`src/rtl/seg_scan_n.sv`:
```
// seg_scan_n: multiplexed 7-segment scanner, N common-anode digits.
// Frame-synchronous loading, leading-zero blanking, anti-ghost blank.
//
// Ports:
//   clk, reset_n      system clock, async active-low reset
//   value_i           packed hex nibbles, digit k = value_i[4k+3:4k]
//   dp_i              per-digit decimal point request (active high)
//   load_i            one-cycle strobe capturing value_i/dp_i
//   lz_blank_i        leading-zero blanking enable (live)
//   blink_mask_i      digits to blink (only with SEG_SCAN_BLINK_EN)
//   seg_o             active-low segments {a,b,c,d,e,f,g,dp}
//   sel_o             active-low one-hot digit select
//   frame_done_o      one-cycle pulse after each full scan
//
// Optional feature: define SEG_SCAN_BLINK_EN for per-digit blinking.

module seg_scan_n #(
    parameter int DIGITS       = 4,
    parameter int SCAN_DIV     = 100000,
    parameter int BLANK_CYCLES = 1000,
    parameter int BLINK_FRAMES = 64
) (
    input  logic                clk,
    input  logic                reset_n,
    input  logic [4*DIGITS-1:0] value_i,
    input  logic [DIGITS-1:0]   dp_i,
    input  logic                load_i,
    input  logic                lz_blank_i,
`ifdef SEG_SCAN_BLINK_EN
    input  logic [DIGITS-1:0]   blink_mask_i,
`endif
    output logic [7:0]          seg_o,
    output logic [DIGITS-1:0]   sel_o,
    output logic                frame_done_o
);

    localparam int SW = $clog2(SCAN_DIV);
    localparam int DW = (DIGITS > 1) ? $clog2(DIGITS) : 1;

    localparam logic [SW-1:0] SLOT_LAST = SW'(SCAN_DIV - 1);
    localparam logic [SW-1:0] BLANK_END = SW'(BLANK_CYCLES);
    localparam logic [DW-1:0] DIG_LAST  = DW'(DIGITS - 1);

    if (DIGITS < 1 || DIGITS > 8 || SCAN_DIV < 2 ||
        BLANK_CYCLES >= SCAN_DIV || BLINK_FRAMES < 1) begin : g_param_err
        $error("seg_scan_n: illegal parameter set");
    end

    function automatic logic [7:0] font(input logic [3:0] n);
        logic [7:0] f;
        unique case (n)
            4'h0: f = 8'h03;
            4'h1: f = 8'h9F;
            4'h2: f = 8'h25;
            4'h3: f = 8'h0D;
            4'h4: f = 8'h99;
            4'h5: f = 8'h49;
            4'h6: f = 8'h41;
            4'h7: f = 8'h1F;
            4'h8: f = 8'h01;
            4'h9: f = 8'h09;
            4'hA: f = 8'h11;
            4'hB: f = 8'hC1;
            4'hC: f = 8'h63;
            4'hD: f = 8'h85;
            4'hE: f = 8'h61;
            4'hF: f = 8'h71;
        endcase
        return f;
    endfunction

    // Scan counters
    logic [SW-1:0] slot_q, slot_d;
    logic [DW-1:0] dig_q, dig_d;
    logic          slot_end;
    logic          frame_end;

    assign slot_end  = (slot_q == SLOT_LAST);
    assign frame_end = slot_end && (dig_q == DIG_LAST);

    always_comb begin
        slot_d = slot_end ? '0 : slot_q + 1'b1;
        dig_d  = dig_q;
        if (slot_end) begin
            dig_d = (dig_q == DIG_LAST) ? '0 : dig_q + 1'b1;
        end
    end

    // Load path: pending register, transferred to shadow at frame end.
    logic [4*DIGITS-1:0] pval_q, pval_d;
    logic [DIGITS-1:0]   pdp_q, pdp_d;
    logic                pend_q, pend_d;
    logic [4*DIGITS-1:0] shv_q, shv_d;
    logic [DIGITS-1:0]   shdp_q, shdp_d;

    always_comb begin
        pval_d = pval_q;
        pdp_d  = pdp_q;
        pend_d = pend_q;
        shv_d  = shv_q;
        shdp_d = shdp_q;
        if (load_i) begin
            pval_d = value_i;
            pdp_d  = dp_i;
            pend_d = 1'b1;
        end
        // Using the _d values lets a frame-end load bypass straight to shadow.
        if (frame_end && pend_d) begin
            shv_d  = pval_d;
            shdp_d = pdp_d;
            pend_d = 1'b0;
        end
    end

`ifdef SEG_SCAN_BLINK_EN
    localparam int BW = (BLINK_FRAMES > 1) ? $clog2(BLINK_FRAMES) : 1;
    localparam logic [BW-1:0] BLINK_LAST = BW'(BLINK_FRAMES - 1);

    logic [BW-1:0] bcnt_q, bcnt_d;
    logic          phase_q, phase_d;

    always_comb begin
        bcnt_d  = bcnt_q;
        phase_d = phase_q;
        if (frame_end) begin
            if (bcnt_q == BLINK_LAST) begin
                bcnt_d  = '0;
                phase_d = ~phase_q;
            end else begin
                bcnt_d = bcnt_q + 1'b1;
            end
        end
    end
`endif

    // Current digit selection and decode
    logic [3:0]        nib;
    logic              dig_dp;
    logic              dig_lz;
    logic              dig_blk;
    logic              upper_zero;
    logic [7:0]        seg_d;
    logic [DIGITS-1:0] sel_d;
    logic              dark;

    assign dark = (slot_q < BLANK_END);

    always_comb begin
        nib        = 4'h0;
        dig_dp     = 1'b0;
        dig_lz     = 1'b0;
        dig_blk    = 1'b0;
        upper_zero = 1'b1;
        sel_d      = '1;
        // Walk from the top digit down so upper_zero covers nibbles k..top.
        for (int k = DIGITS - 1; k >= 0; k--) begin
            upper_zero = upper_zero && (shv_q[4*k +: 4] == 4'h0);
            if (dig_q == DW'(k)) begin
                nib      = shv_q[4*k +: 4];
                dig_dp   = shdp_q[k];
                dig_lz   = upper_zero && (k != 0);
                sel_d[k] = 1'b0;
`ifdef SEG_SCAN_BLINK_EN
                dig_blk  = ~phase_q & blink_mask_i[k];
`endif
            end
        end

        seg_d = (lz_blank_i && dig_lz) ? 8'hFF : font(nib);
        if (dig_dp) begin
            seg_d[0] = 1'b0;
        end
        if (dig_blk) begin
            seg_d = 8'hFF;
        end
        if (dark) begin
            seg_d = 8'hFF;
            sel_d = '1;
        end
    end

    always_ff @(posedge clk or negedge reset_n) begin
        if (!reset_n) begin
            slot_q       <= '0;
            dig_q        <= '0;
            pval_q       <= '0;
            pdp_q        <= '0;
            pend_q       <= 1'b0;
            shv_q        <= '0;
            shdp_q       <= '0;
            seg_o        <= 8'hFF;
            sel_o        <= '1;
            frame_done_o <= 1'b0;
`ifdef SEG_SCAN_BLINK_EN
            bcnt_q       <= '0;
            phase_q      <= 1'b1;
`endif
        end else begin
            slot_q       <= slot_d;
            dig_q        <= dig_d;
            pval_q       <= pval_d;
            pdp_q        <= pdp_d;
            pend_q       <= pend_d;
            shv_q        <= shv_d;
            shdp_q       <= shdp_d;
            seg_o        <= seg_d;
            sel_o        <= sel_d;
            frame_done_o <= frame_end;
`ifdef SEG_SCAN_BLINK_EN
            bcnt_q       <= bcnt_d;
            phase_q      <= phase_d;
`endif
        end
    end

endmodule

```
`config.mk`:
```
export PLATFORM = sky130hd
export DESIGN_NAME = seg_scan_n
export DESIGN_NICKNAME = d
export VERILOG_FILES = /design/src/rtl/seg_scan_n.sv
export SDC_FILE = /design/constraint.sdc
export NUM_CORES = 1
export LEC_CHECK = 0
export ABC_AREA = 0
export ABC_CLOCK_PERIOD_IN_PS = 4700
export BUFFER_PORTS_ARGS = -buffer_cell sky130_fd_sc_hd__buf_4
export CAP_MARGIN = 20
export CORE_ASPECT_RATIO = 1.5
export CORE_UTILIZATION = 60
export CTS_CLUSTER_SIZE = 12
export DETAILED_ROUTE_END_ITERATION = 10
export PLACE_DENSITY_LB_ADDON = 0.05
export SYNTH_ARGS = -nofsm -noshare
export SYNTH_HDL_FRONTEND = slang
export SYNTH_SLANG_ARGS = --single-unit
```
`constraint.sdc`:
```
create_clock -name clk -period 4.7 [get_ports clk]
set_input_delay 0.705 -clock clk [delete_from_list [all_inputs] [get_ports clk]]
set_output_delay 0.705 -clock clk [all_outputs]
set_load 0.05 [all_outputs]
```
# After elaboration in Yosys (flattened, before gate mapping)
# Memories as Yosys holds them, arrays and structs flattened.
# Cells that the tools add are included.
# totals
register_bits,73
romBits,112
out_inout_bits,13
elab_cells,53
memories,1
# mem_list
memory,depth,word_bits,read_ports,rd_clocked_by_memory_dff,wr,line_no,rtl
(name not given),16,7,1,0,0,51,unique case (n)
# classes
addsub,2
n_lt_le_gt_ge,1
eq_ne,4
n_mux,26
n_reduce_logical,9
# ops
op,n
$mux W4,6
$add A17 B1 Y17 const B,1
$eq A17 B17 Y1 const B,1
$lt A17 B10 Y1 const B,1
$mux W17,1
$mux W16,1
$mux W8,2
$mux W1,15
$logic_not A4 Y1,3
$logic_and A1 B1 Y1,5
$eq A2 B2 Y1 const B,2
$add A2 B1 Y2 const B,1
$eq A2 B1 Y1 const B,1
$logic_not A2 Y1,1
$mux W2,1

# Longest topological paths before layout
# logic_depth
word_depth,9
mapped_depth,11

# Worst setup path after synthesis
# Ideal clock, no wire load.
# synth_path
path_type,register to register
from,register dig_q[0]
to,register seg_o[7]
t_arrival_ns,2.187
setup_slack_ns,2.424
stages_incl_launch_ff,11
synth_period_minus_slack_ns,2.276
path_cell_list,dfrtp_1 inv_1 ha_1 clkbuf_1 a31oi_1 a32oi_1 inv_1 ha_1 or3_1 o21ai_0 o21ai_0
# synth_between
elab_chain_cells,8
# synth_lines
item,line_no,rtl
"start, declared",74,"logic [DW-1:0] dig_q, dig_d;"
"start signal, assigned",200,dig_q <= dig_d;
$eq A2 B2 Y1,158,if (dig_q == DW'(k)) begin
$mux W4 / $mux W1 (equally long branches) (4 in series),158,
$mem_v2 Z16 W7 / $logic_and A1 B1 Y1 (equally long branches),-,
$mux W8 (*),169,seg_d = (lz_blank_i && dig_lz) ? 8'hFF : font(nib);
$mux W8 (*),176,if (dark) begin
net seg_d[7],142,logic [7:0] seg_d;
"end signal, assigned",206,seg_o <= seg_d;
"end, declared",32,"output logic [7:0] seg_o,"
# The timed path passes the listed nets; every way through them passes the cells marked *.
# A chain may end at the register's enable or synchronous reset.

# Worst setup path after layout
# Same ends and word-level chain as after synthesis.

==> results.toml <==
[setup_path]
path_class = "flop to flop"
startpoint = "dig_q[0]"
start_kind = "flop"
required_ns = 4.95
r2r-end = "seg_o[7]"
rr_startpoint = "dig_q[0]"
crit_chain = "inv_1 > ha_1 > a31oi_1 > a32oi_1 > inv_1 > ha_1 > or3_1 > o21ai_0 > o21ai_0"
cp_slowest_cell = "a32oi_1"
r2r_slack_ns = 2.11
timing.critical_path.to = "seg_o[7]"
worstPathArrival_ns = 2.84
cp_max_fo = 15
endpoint_kind = "flop"
reg2regPathDepth = 9
cpPeakStageDelay_ns = 0.47

[finish]
fillerInstances = 425
diodes = 0
area_growth_pct = 15.1
final_cell_mix = "dfrtp_1, buf_4, nand2_1"
final_nets = 355
drive_gt1_share_pct = 32.7
final_common_cell = "dfrtp_1"

[synthesis]
synth_top_area_share_pct = 44.7
synth_edf_count = 0
yosys-top-cells-area = "dfrtp_1, dfstp_2, mux2_4"
syn_area_per_cell_um2 = 12.1
yosysUniqueCellTypes = 43
ys_seq_elements = 73
synth_area_leader_cell = "dfrtp_1"
synth-main-ff-cell = "dfrtp_1"
async_flop_share_pct = 100
yosysSeqAreaShare_pct = 53.9
synth_area_um2 = 3420
synth_nets = 317
yosysWarnings = 0
syn_inst = 282

[timing]
fin_crit_sh_pct = 55.2
worst_pin_slew_ns = 0.887
max_slew_margin_pct = 40.9
period_minus_slack_ns = 2.59
setup_tns_ns = 0
setup_viol = 0
hold_viol = 0
fin_hold_ws_ns = 0.479
max_freq_mhz = 385
fin_ws_ns = 2.11
rsz0062_at_grt = "no"
finClkSkew_ns = 0.00743
finalMaxSlewViolations = 0

[placement]
hpwlAfterDp_mm = 4.35
gp_congestion = 0.879
dp_slack_ns = 2.01
io_buffers = 36

[clocking]
clock-root-buffer = "clkbuf_8"
cts_setup_buffers = 0
clk_latency_ns = 0.34
cts_tree = "built"
cts_max_level = 3
clk_path_buf_depth = 2
post_cts_resized = 0
clk_pin_slew_ns = 0.07
cts_num_sinks = 73
cts_buffers = 9
cts_hold_buffers = 0

[route]
routed_wl_mm = 6.18
ant_nets = 0
wl_per_cell_um = 15.7
num_vias = 2232
drtPass1Iterations = 4
drc = 0
viasPerCell = 5.66
drtIter0Drc = 154

[pwr]
ir_drop_mv = 0.224
clock_power_share_pct = 40.7
p_per_area_nw_per_um2 = 302
internal_power_uw = 943
p_sw_share_pct = 20.6
power_switching_uw = 245
comb_power_share_pct = 4.6
power_frac_seq_pct = 54.7
power.static_leakage_uw = 0.00179

[global_routing]
antenna_found_initial = 0
overflow = 0
grt_usage_pct = 23.6
grt_pass1_wl_mm = 10.5
grt_pass1_vias = 2259
grt_max_degree = 74

[floorplanning]
die_w_um = 63.6
io_pins = 37
fp.coreArea_um2 = 5490
dieArea_um2 = 6000
die_y_um = 94.4
fp-row-count = 33
start_util_pct = 62.2

[worst_hold_path]
holdCritPathClass = "primary input to async pin"

[outcome]
outcome = "completed"

[flow_run]
cap_violations = 0
## cells in the mapped netlist, types with 3 or more instances
cell type  count
o21ai_0        6
xor2_1         4
mux2_2        20
inv_1          9
nor3b_1        3
xnor2_1       10
nor2_1        18
nand3b_1       5
and3_1         3
clkbuf_1       6
nor4_1         5
dfrtp_1       61
nor3_1         5
a21oi_1        5
ha_1          11
mux2_4        20
dfstp_2       12
nor2b_1        3
o211ai_1       3
nand3_1       10
nand2_1       31
## stage by stage
stage	cell area [µm²]	std cells	utilization, %	total power, µW
finish	3930	394	71.6	1190
detailed placement	3730	379	67.9	718
global placement	3730	379	67.9	716
CTS	3920	394	71.5	1200
global route	3930	394	71.6	1240
floorplan	3420	282	-	685
## sequential cells by signal, indices dropped and copies added (netlist names)
name and flops:
slot_q 17, pval_q 16, shv_q 16, seg_o 8, pdp_q 4, sel_o 4, shdp_q 4, dig_q 2
frame_done_o 1, pend_q 1
## logic make-up (layout without fill, tap and decap cells)
kind of cell	Yosys count	count (layout)	share of synthesized area, %
AND/OR/NAND/NOR	94	94	14.0
flip-flops	73	73	53.9
multiplexers	41	41	15.7
AO/OA/AOI/OAI	30	30	6.23
buffers and inverters	19	61	2.53
XOR/XNOR	14	14	3.59
adder cells (fa/ha/maj)	11	11	4.03
## power groups by stage
| stage | clock network (µW) | logic [µW] | registers [µW] |
|---|---|---|---|
| 6_report | 484 | 54.5 | 650 |
| 5_1_grt | 527 | 61.0 | 651 |
| 4_1_cts | 494 | 56.2 | 650 |
| 3_5_place_dp | 0 | 56.2 | 662 |
| 3_3_place_gp | 0 | 55.6 | 660 |
| 2_1_floorplan | 0 | 24.9 | 660 |
## worst max-delay path: cells and delay by family (launching register included)
family                   cells  cell delay (ns)
AO/OA/AOI/OAI                4             0.79
adder cells (fa/ha/maj)      2             0.67
buffers and inverters        2             0.25
flip-flops                   1             0.40
AND/OR/NAND/NOR              1             0.38
## layout make-up
type	count	area, µm²	area share, %
clock buffers	12	155	3.95
flip-flops and latches	73	1840	46.9
clock inverters	3	40.0	1.02
inverters	9	33.8	0.860
multi-input cells	190	1490	38.0
repair buffers	37	278	7.07
well taps	70	87.6	2.23
## worst min path at each step
stage                          from        end  slack (ns)  depth (start not counted)
after floorplan             reset_n   dig_q[0]        0.41                          0
after global placement       pend_q     pend_q        0.47                          2
after detailed placement     pend_q     pend_q        0.48                          2
after CTS                    pend_q     pend_q        0.50                          2
after global routing      pval_q[3]  pval_q[3]        0.51                          1
final                       reset_n  pval_q[4]        0.48                          1
## routing by layer
layer,vias up,share of wire [%],track usage [%]
met5,-,0,0
met4,0,2.1,11.7
met3,13,3.1,5.31
met2,39,54,42.8
met1,1107,41,25.6
li1,1073,-,-
No activity file was read; power rests on OpenSTA's default activity.
